===== src/rtl/pipe_pkg.sv =====
// Shared types and constants for the fetch-to-decode instruction assembler.
// Holds the assembler state enum, length-width derivation and bubble counter width.
package pipe_pkg;

    typedef enum logic {
        IDLE    = 1'b0,
        COLLECT = 1'b1
    } asm_state_e;

    localparam int BUBBLE_CNT_W = 16;

    // Wide all-zero pattern; users slice it down to their own instruction width.
    localparam int IR_MAX_W = 1024;
    localparam logic [IR_MAX_W-1:0] IR_ZERO = '0;

    function automatic int len_width(input int max_bytes);
        return $clog2(max_bytes + 1);
    endfunction

endpackage


===== src/rtl/ir_word_buffer.sv =====
// Indexed word-slot register file for a partially assembled instruction.
// clr zeroes every slot; a write in the same cycle lands on top of the clear.
module ir_word_buffer
    import pipe_pkg::*;
#(
    parameter int WW        = 8,
    parameter int MAX_BYTES = 2,
    parameter int IDX_W     = 2
) (
    input  logic                    clk,
    input  logic                    rst,
    input  logic                    clr,
    input  logic                    wr_en,
    input  logic [IDX_W-1:0]        wr_idx,
    input  logic [WW-1:0]           wr_word,
    output logic [WW*MAX_BYTES-1:0] slots
);

    generate
        for (genvar gi = 0; gi < MAX_BYTES; gi++) begin : g_slot
            logic [WW-1:0] slot_q;
            logic [WW-1:0] slot_d;

            always_comb begin
                slot_d = slot_q;
                if (clr) begin
                    slot_d = IR_ZERO[WW-1:0];
                end
                if (wr_en && (wr_idx == IDX_W'(gi))) begin
                    slot_d = wr_word;
                end
            end

            always_ff @(posedge clk or negedge rst) begin
                if (!rst) begin
                    slot_q <= '0;
                end else begin
                    slot_q <= slot_d;
                end
            end

            assign slots[gi*WW +: WW] = slot_q;
        end
    endgenerate

endmodule


===== src/rtl/ir_assembler_reg.sv =====
// Assembles 1..MAX_BYTES fetch words into one tagged instruction for decode.
// Optional build macro IR_BUBBLE_CNT_EN adds a saturating decode-bubble counter output.
module ir_assembler_reg
    import pipe_pkg::*;
#(
    parameter int WW        = 8,
    parameter int MAX_BYTES = 2,
    parameter int PC_W      = 8,
    parameter int LEN_W     = len_width(MAX_BYTES)
) (
    input  logic                    clk,
    input  logic                    rst,
    input  logic                    flush,
    input  logic                    stall,
    input  logic                    f_valid,
    input  logic [WW-1:0]           f_word,
    input  logic [PC_W-1:0]         f_pc,
    input  logic [LEN_W-1:0]        f_len,
    output logic                    f_ready,
    output logic [WW*MAX_BYTES-1:0] ir,
    output logic [PC_W-1:0]         ir_pc,
    output logic [LEN_W-1:0]        ir_len,
    output logic                    ir_valid,
    output logic                    sf
`ifdef IR_BUBBLE_CNT_EN
    ,
    output logic [BUBBLE_CNT_W-1:0] bubble_cnt
`endif
);

    localparam int IR_W = WW * MAX_BYTES;

    asm_state_e       state_q, state_d;
    logic [LEN_W-1:0] idx_q, idx_d;
    logic [LEN_W-1:0] len_q, len_d;
    logic [PC_W-1:0]  pc_q, pc_d;
    logic [IR_W-1:0]  ir_q, ir_d;
    logic [PC_W-1:0]  ir_pc_q, ir_pc_d;
    logic [LEN_W-1:0] ir_len_q, ir_len_d;
    logic             ir_valid_q, ir_valid_d;
    logic             sf_q, sf_d;

    logic             accept;
    logic             complete;
    logic             buf_clr;
    logic             buf_wr;
    logic [LEN_W-1:0] f_len_eff;
    logic [IR_W-1:0]  buf_slots;
    logic [IR_W-1:0]  assembled;

    assign f_ready = !stall || !ir_valid_q;
    assign accept  = f_valid && f_ready && !flush;

    // Zero means one word; anything beyond the slot count is clamped to it.
    always_comb begin
        f_len_eff = f_len;
        if (f_len == '0) begin
            f_len_eff = LEN_W'(1);
        end else if (f_len > LEN_W'(MAX_BYTES)) begin
            f_len_eff = LEN_W'(MAX_BYTES);
        end
    end

    always_comb begin
        complete = 1'b0;
        if (accept) begin
            if (state_q == IDLE) begin
                complete = (f_len_eff == LEN_W'(1));
            end else begin
                complete = ((idx_q + LEN_W'(1)) == len_q);
            end
        end
    end

    ir_word_buffer #(
        .WW        (WW),
        .MAX_BYTES (MAX_BYTES),
        .IDX_W     (LEN_W)
    ) u_word_buffer (
        .clk     (clk),
        .rst     (rst),
        .clr     (buf_clr),
        .wr_en   (buf_wr),
        .wr_idx  (idx_q),
        .wr_word (f_word),
        .slots   (buf_slots)
    );

    // Completed instruction: stored slots below idx, the live word at idx, zeros above.
    generate
        for (genvar gi = 0; gi < MAX_BYTES; gi++) begin : g_asm
            assign assembled[gi*WW +: WW] =
                (LEN_W'(gi) < idx_q)                  ? buf_slots[gi*WW +: WW] :
                ((LEN_W'(gi) == idx_q) && accept)     ? f_word :
                                                        IR_ZERO[WW-1:0];
        end
    endgenerate

    always_comb begin
        state_d    = state_q;
        idx_d      = idx_q;
        len_d      = len_q;
        pc_d       = pc_q;
        ir_d       = ir_q;
        ir_pc_d    = ir_pc_q;
        ir_len_d   = ir_len_q;
        ir_valid_d = ir_valid_q;
        sf_d       = sf_q;
        buf_clr    = 1'b0;
        buf_wr     = 1'b0;

        if (flush) begin
            state_d    = IDLE;
            idx_d      = '0;
            sf_d       = 1'b0;
            ir_valid_d = 1'b0;
            ir_d       = IR_ZERO[IR_W-1:0];
            ir_len_d   = '0;
            buf_clr    = 1'b1;
        end else begin
            if (ir_valid_q && !stall) begin
                ir_valid_d = 1'b0;
            end
            if (accept) begin
                buf_wr = 1'b1;
                if (state_q == IDLE) begin
                    buf_clr = 1'b1;
                    pc_d    = f_pc;
                    len_d   = f_len_eff;
                end
                if (complete) begin
                    ir_d       = assembled;
                    ir_pc_d    = (state_q == IDLE) ? f_pc : pc_q;
                    ir_len_d   = (state_q == IDLE) ? f_len_eff : len_q;
                    ir_valid_d = 1'b1;
                    state_d    = IDLE;
                    idx_d      = '0;
                    sf_d       = 1'b0;
                end else begin
                    state_d = COLLECT;
                    idx_d   = idx_q + LEN_W'(1);
                    sf_d    = 1'b1;
                end
            end
        end
    end

    always_ff @(posedge clk or negedge rst) begin
        if (!rst) begin
            state_q    <= IDLE;
            idx_q      <= '0;
            len_q      <= '0;
            pc_q       <= '0;
            ir_q       <= '0;
            ir_pc_q    <= '0;
            ir_len_q   <= '0;
            ir_valid_q <= 1'b0;
            sf_q       <= 1'b0;
        end else begin
            state_q    <= state_d;
            idx_q      <= idx_d;
            len_q      <= len_d;
            pc_q       <= pc_d;
            ir_q       <= ir_d;
            ir_pc_q    <= ir_pc_d;
            ir_len_q   <= ir_len_d;
            ir_valid_q <= ir_valid_d;
            sf_q       <= sf_d;
        end
    end

    assign ir       = ir_q;
    assign ir_pc    = ir_pc_q;
    assign ir_len   = ir_len_q;
    assign ir_valid = ir_valid_q;
    assign sf       = sf_q;

`ifdef IR_BUBBLE_CNT_EN
    logic [BUBBLE_CNT_W-1:0] bubble_cnt_q, bubble_cnt_d;
    logic                    bubble_evt;

    // A lost instruction on flush, or a decode slot that goes unused.
    assign bubble_evt = (flush && (ir_valid_q || (state_q == COLLECT))) ||
                        (!stall && !ir_valid_q);

    always_comb begin
        bubble_cnt_d = bubble_cnt_q;
        if (bubble_evt && (bubble_cnt_q != {BUBBLE_CNT_W{1'b1}})) begin
            bubble_cnt_d = bubble_cnt_q + BUBBLE_CNT_W'(1);
        end
    end

    always_ff @(posedge clk or negedge rst) begin
        if (!rst) begin
            bubble_cnt_q <= '0;
        end else begin
            bubble_cnt_q <= bubble_cnt_d;
        end
    end

    assign bubble_cnt = bubble_cnt_q;
`endif

endmodule


===== config.mk =====
export PLATFORM = sky130hd
export DESIGN_NAME = ir_assembler_reg
export DESIGN_NICKNAME = d
export VERILOG_FILES = /design/src/rtl/pipe_pkg.sv /design/src/rtl/ir_word_buffer.sv /design/src/rtl/ir_assembler_reg.sv
export SDC_FILE = /design/constraint.sdc
export NUM_CORES = 1
export LEC_CHECK = 0
export ABC_CLOCK_PERIOD_IN_PS = 3550
export CAP_MARGIN = 25
export CORE_ASPECT_RATIO = 0.9
export CORE_MARGIN = 4
export CORE_UTILIZATION = 45
export DETAILED_ROUTE_END_ITERATION = 16
export PLACE_DENSITY = 0.75
export SYNTH_ARGS = -nofsm -noshare
export SYNTH_HDL_FRONTEND = slang
export SYNTH_SLANG_ARGS = --single-unit
export TNS_END_PERCENT = 10

===== constraint.sdc =====
create_clock -name clk -period 3.55 [get_ports clk]
set_clock_uncertainty 0.2 [all_clocks]
set_input_delay 0.5325 -clock clk [delete_from_list [all_inputs] [get_ports clk]]
set_output_delay 0.5325 -clock clk [all_outputs]
set_load 0.01 [all_outputs]

# Yosys cells after proc, flatten, opt, wreduce, memory -nomap -nowiden
# Cells that the tools add are included.
[op_classes]
add_sub_neg = 1
order_cmp = 3
n_eq_ne = 4
n_mux = 34
bitwise_logic = 1
n_reduce_logical = 20
[ops]
columns = ["operator", "n"]
rows = [
  ["2-to-1 mux 8 bit", 8],
  ["2-to-1 mux 16 bit", 3],
  ["2-to-1 mux 2 bit", 9],
  ["2-to-1 mux 1 bit", 14],
  ["nonzero test 2 bit", 4],
  ["logical AND 1 bit", 7],
  ["== test 2 x 1 -> 1 bit (second input constant)", 2],
  ["zero test 2 bit", 2],
  ["< comparator 1 x 2 -> 1 bit (first input constant)", 2],
  ["AND reduction 2 bit", 2],
  ["zero test 1 bit", 3],
  ["AND reduction 3 bit", 1],
  ["adder 2 x 1 -> 2 bit (second input constant)", 1],
  ["== test 1 x 2 -> 1 bit (first input constant)", 1],
  ["== test 2 bit", 1],
  ["> comparator 2 bit (second input constant)", 1],
  ["logical OR 1 bit", 1],
  ["inverter 1 bit", 1],
]
[word_totals]
reg_bits = 56
input_bits = 23
output_inout_bits = 29
word_cells = 73

# Longest topological paths before layout
[depth]
depth_word = 10
ltp_mapped = 8
depth_no_buf = 6

# Modules after synthesis
# A second synthesis with hierarchy kept.
[hier_totals]
hier_cells = 230
hier_area_um2 = 2698.8
[by_module_without_submodules]
columns = ["module", "instances", "cells_each", "area_each_um2", "seq_area_each_um2"]
rows = [
  ["ir_assembler_reg", 1, 179, 1983.2, 1001.0],
  ["ir_word_buffer", 1, 51, 715.7, 400.4],
]

# Worst setup path before layout
# Ideal clock, no wire load.
[synth_path]
path_type = "register to register"
from = "register idx_q[1]"
to = "register ir_pc_q[6], in the netlist ir_pc[6]"
setup_ns = 0.125
arrival_time_ns = 2.254
t_required_ns = 3.225
path_slack_ns = 0.970
stages_incl_launch_ff = 9
n_path_buf = 2
synth_period_minus_slack_ns = 2.580
path_cell_list = "dfrtp_1 > clkbuf_1 > inv_1 > ha_1 > xnor2_1 > a31oi_4 > nor3_4 > buf_8 > mux2_4"
[synth_via]
elab_chain_cells = 5
[synth_lines]
columns = ["item", "line_no", "rtl"]
rows = [
  ["start: declaration", "ir_assembler_reg.sv:34", "logic [LEN_W-1:0] idx_q, idx_d;"],
  ["start signal: assignment", "ir_assembler_reg.sv:161", "idx_q <= idx_d;"],
  ["adder 2 x 1 -> 2 bit", "ir_assembler_reg.sv:70", "complete = ((idx_q + LEN_W'(1)) == len_q);"],
  ["== test 2 bit", "ir_assembler_reg.sv:70", ""],
  ["2-to-1 mux 1 bit", "ir_assembler_reg.sv:67", "if (state_q == IDLE) begin"],
  ["2-to-1 mux 1 bit", "ir_assembler_reg.sv:66", "if (accept) begin"],
  ["AND reduction 3 bit (no line)", "--", ""],
  ["end signal: assignment", "ir_assembler_reg.sv:165", "ir_pc_q <= ir_pc_d;"],
  ["end: declaration", "ir_assembler_reg.sv:38", "logic [PC_W-1:0] ir_pc_q, ir_pc_d;"],
]
# Every way passes these cells.
# A chain may end at the register's enable or synchronous reset.

# Final worst setup path
[layout_path]
from = "register idx_q[1]"
to = "register ir_q[12], in the netlist ir[12]"
[layout_via]
elab_chain_cells = 7
word_cells_on_any_way = 14
classes_between = "add/sub (1); order compare (1); eq/ne (2); mux (7); reduce/logical (3)"
[layout_lines]
columns = ["item", "line_no", "rtl"]
rows = [
  ["parallel branches: the longest is 7 deep, another holds adder 2 x 1 -> 2 bit", "--", ""],
  ["end signal: assignment", "ir_assembler_reg.sv:164", "ir_q <= ir_d;"],
  ["end: declaration", "ir_assembler_reg.sv:37", "logic [IR_W-1:0] ir_q, ir_d;"],
]
# Several ways; the timed one is not identified. The select of a mux whose other input is x is not followed.

==> results.yml <==
status:
  status: "finished clean"
power:
  sequentialPowerShare_pct: 51.3
  p_per_area_nw_per_um2: 459.5
  power_report.internal_total_mw: 1.069
  p_leak_nw: 1.355
  swShare_pct: 27.74
  p_sw_mw: 0.4106
  post-layout-total-power_mw: 1.480
  power_frac_comb_pct: 22.8
  power.ir.vdd_worst_v: 0.0003154
  clock_power_share_pct: 25.9
global_route:
  all_layer_gr_usage_pct: 16.65
  grt_busiest_layer: "met1"
  groute.layer.met2.usage_pct: 23.04
  grt_use_met3_pct: 3.302
  use_met1_pct: 26.10
  grt_pass1_wl_um: 9142
  globalRouteOverflowTotal: 0
  grt_antenna_before_repair: 0
  maximum_number_of_pins_on_one_net_before_global_route_repair: 37
  first_global_vias: 1778
drt:
  detail_route.wl_per_cell_um: 16.59
  detail_route.iter0.violations: 97
  drt_pre_antenna_iters: 4
  vias: 1742
  postRouteAntennaNets: 0
  route.detailed.vias_per_inst: 5.478
  detail_route.wirelength_um: 5275
  drcViolationCount: 0
cts:
  cts.path.max_buffers: 2
  tritoncts: "built"
  hold_buffers: 1
  cts_htree_levels: 2
  worstSkewPairLatency_ns: 0.31
  post-cts-setup-buffer-count: 0
  clock_buffer_count_from_cts: 5
  clk_pin_slew_ns: 0.11
  cts.sinks: 56
  cts_resized: 0
  cts_root_buffer: "sky130_fd_sc_hd__clkbuf_8"
floorplanning:
  floorplan.io_pins: 52
  core_sq_um: 5380
  dieArea_sq_um: 6976
  start_util_pct: 47.70
  row_count: 25
  floorplan.die.width_um: 87.60
  die_h_um: 79.64
setup_path:
  timing_worst_setup_path_type: "reg2reg"
  worst_path_max_delay_cell: "sky130_fd_sc_hd__dfrtp_1"
  cp_data_arrival_time_ns: 2.88
  timing.rr.end: "ir[12]"
  worstSetupStartpointType: "register"
  crit_chain: "inv_1 > ha_1 > xnor2_1 > a31oi_4 > nor3_4 > buf_4 > mux2i_1"
  cp_data_required_time_ns: 3.58
  rr_startpoint: "idx_q[1]"
  cpPeakStageDelay_ns: 0.58
  critical_path.max_fanout: 11
  critical_path_buf_inv_count: 2
  reg2reg_slack_ns: 0.71
  timing.critical_path.max_delay_family: "flip-flops"
  timing.critical_path.to_type: "register"
  reg2regPathDepth: 7
finish:
  area_growth_syn_to_layout_pct: 25.50
  fin_util_pct: 59.86
  insertedDiodeCount: 0
  final_layout_size_suffix_gt1_share_pct: 18.33
  finish.net_count: 275
min_path:
  hold_depth: 1
  worstHoldEndpoint: "u_word_buffer.g_slot[0].slot_q[6]"
  hp-start: "u_word_buffer.g_slot[0].slot_q[6]"
  min_path_type: "reg2reg"
logic_synthesis:
  ys_warnings: 0
  synth_area_per_cell_sq_um: 12.77
  count_of_different_cell_masters_after_synthesis: 31
  post_synth_instance_area_sq_um: 2566
  number_of_flops_mapped_to_enable_cells_by_yosys: 0
  post_synth_inst_count: 201
  netlist.area_leader.share_pct: 54.61
  synth_area_leaders: "sky130_fd_sc_hd__dfrtp_1 (55%), sky130_fd_sc_hd__mux2_2 (10%), sky130_fd_sc_hd__mux2i_1 (6.2%), sky130_fd_sc_hd__a22o_1 (5.5%), sky130_fd_sc_hd__a21oi_1 (3.3%)"
  yosysSeqAreaShare_pct: 54.61
  synth_top_cell_by_area: "sky130_fd_sc_hd__dfrtp_1"
  async_reset_ff_share_pct: 100.0
  ys.flop_type: "sky130_fd_sc_hd__dfrtp_1"
  ys_ff_latch: 56
  postSynthNetCount: 226
sta:
  final-hold-violation-count: 0
  maxSlewHeadroom_pct: 50.24
  worst_pin_slew_ns: 0.7445
  slew_viol_final: 0
  timing.final.crit_share_pct: 80.09
  setup_slack_ns: 0.7068
  finalSetupViolations: 0
  grt_setup_unrepaired: "false"
  max_freq_mhz: 351.7
  min_period_ns: 2.843
  totalNegativeSetupSlack_ns: 0
run:
  max_cap_violation_count: 0
placed_design:
  number_of_buffers_inserted_by_port_buffering: 50
  gp_congestion: 0.7409
  post-dp-hpwl_um: 3723
  post-place-ws_ns: 0.6932
[per-stage QoR]
stage                     cell area (sq um)  hold WS (ns)  cells
after floorplan                        2566       0.03691    201
after global placement                 3110        0.2810    309
after detailed placement               3110        0.2825    309
after CTS                              3221        0.3149    318
after global routing                   3221        0.3246    318
final                                  3221        0.3091    318
[power groups by stage]
stage,registers (mW),clock network (mW),logic (mW)
after floorplan,0.781,0,0.169
after global placement,0.770,0,0.334
after detailed placement,0.774,0,0.339
after CTS,0.761,0.393,0.342
after global routing,0.773,0.419,0.366
final,0.760,0.383,0.337
[area by class of cell]
| cell class | count | area (sq um) |
|---|---|---|
| timing repair buffer | 55 | 535.5 |
| inverter | 3 | 11.26 |
| multi-input combinational | 129 | 1089 |
| fill | 447 | 2160 |
| sequential | 56 | 1401 |
| clock inverter | 2 | 17.52 |
| tap | 67 | 83.83 |
| clock buffer | 6 | 82.58 |
[worst max-delay path by stage]
stage                         from       end  slack, ns  cells past startpoint
final                     idx_q[1]    ir[12]       0.71                      7
after global routing      idx_q[1]    ir[14]       0.46                      7
after CTS                 idx_q[1]    ir[12]       0.66                      7
after detailed placement  idx_q[1]    ir[12]       0.69                      7
after global placement    idx_q[1]    ir[14]       0.80                      7
after floorplan           idx_q[1]  ir_pc[6]       0.97                      8
[logic make-up (layout without fill, tap and decap cells)]
group	count (synthesis)	in the layout	share of synthesized area, %
buf+inv	16	66	2.974
flops	56	56	54.61
simple gates	29	29	7.070
compound gates	55	55	15.89
mux	41	41	17.50
fa+ha+maj	2	2	0.9750
xor+xnor	2	2	0.9754
[layer usage]
| metal | part of all wire (%) | routed length, um |
|---|---|---|
| met5 | 0 | 0 |
| met4 | 1.1 | 57 |
| met3 | 4.8 | 252 |
| met2 | 44 | 2311 |
| met1 | 50 | 2653 |
[flip-flops by register name (all words and copies together) (netlist names)]
name,cells
u_word_buffer.g_slot.slot_q,16
pc_q,8
ir_len,2
ir_pc,8
sf,1
idx_q,2
ir,16
ir_valid,1
len_q,2
[Yosys cell counts (all sizes together) (2+ instances only)]
cell type	n
nor3	2
nand3	2
a21oi	17
mux2i	16
dfrtp	56
nor2	3
nand2	8
a22oi	8
buf	7
clkbuf	6
ha	2
a22o	16
mux2	25
nand2b	10
nor3b	2
inv	3
a211oi	8
[cells in the final DEF (no fill, tap or decap)]
| cell type | Yosys | final |
|---|---|---|
| sky130_fd_sc_hd__mux2_2 | 23 | 23 |
| sky130_fd_sc_hd__buf_2 | 4 | 1 |
| sky130_fd_sc_hd__a31o_2 | 1 | 1 |
| sky130_fd_sc_hd__a311oi_1 | 1 | 1 |
| sky130_fd_sc_hd__clkdlybuf4s50_1 | 0 | 49 |
| sky130_fd_sc_hd__mux2i_1 | 16 | 16 |
| sky130_fd_sc_hd__dlygate4sd3_1 | 0 | 1 |
| sky130_fd_sc_hd__a211oi_1 | 8 | 8 |
| sky130_fd_sc_hd__clkbuf_8 | 0 | 6 |
| sky130_fd_sc_hd__buf_4 | 0 | 4 |
| sky130_fd_sc_hd__a22oi_1 | 8 | 8 |
| sky130_fd_sc_hd__nor3_4 | 1 | 1 |
| sky130_fd_sc_hd__nor2_1 | 3 | 3 |
| sky130_fd_sc_hd__mux2_4 | 2 | 2 |
| sky130_fd_sc_hd__and2_1 | 1 | 1 |
| sky130_fd_sc_hd__dfrtp_1 | 56 | 56 |
| sky130_fd_sc_hd__nor4b_2 | 1 | 1 |
| sky130_fd_sc_hd__nor3_1 | 1 | 1 |
| sky130_fd_sc_hd__a31oi_4 | 1 | 1 |
| sky130_fd_sc_hd__o2111ai_1 | 1 | 1 |
| sky130_fd_sc_hd__xor2_2 | 1 | 1 |
| sky130_fd_sc_hd__a21bo_2 | 1 | 1 |
| sky130_fd_sc_hd__inv_6 | 0 | 2 |
| sky130_fd_sc_hd__inv_1 | 3 | 3 |
| sky130_fd_sc_hd__xnor2_1 | 1 | 1 |
| sky130_fd_sc_hd__nand2b_1 | 10 | 10 |
| sky130_fd_sc_hd__ha_1 | 2 | 2 |
| sky130_fd_sc_hd__a21oi_1 | 17 | 17 |
| sky130_fd_sc_hd__nor3b_2 | 2 | 2 |
| sky130_fd_sc_hd__o21ai_0 | 1 | 1 |
| sky130_fd_sc_hd__a22o_1 | 16 | 16 |
| sky130_fd_sc_hd__nand2_1 | 8 | 8 |
| sky130_fd_sc_hd__nand3_1 | 2 | 2 |
Power figures use the tool's default switching activity.
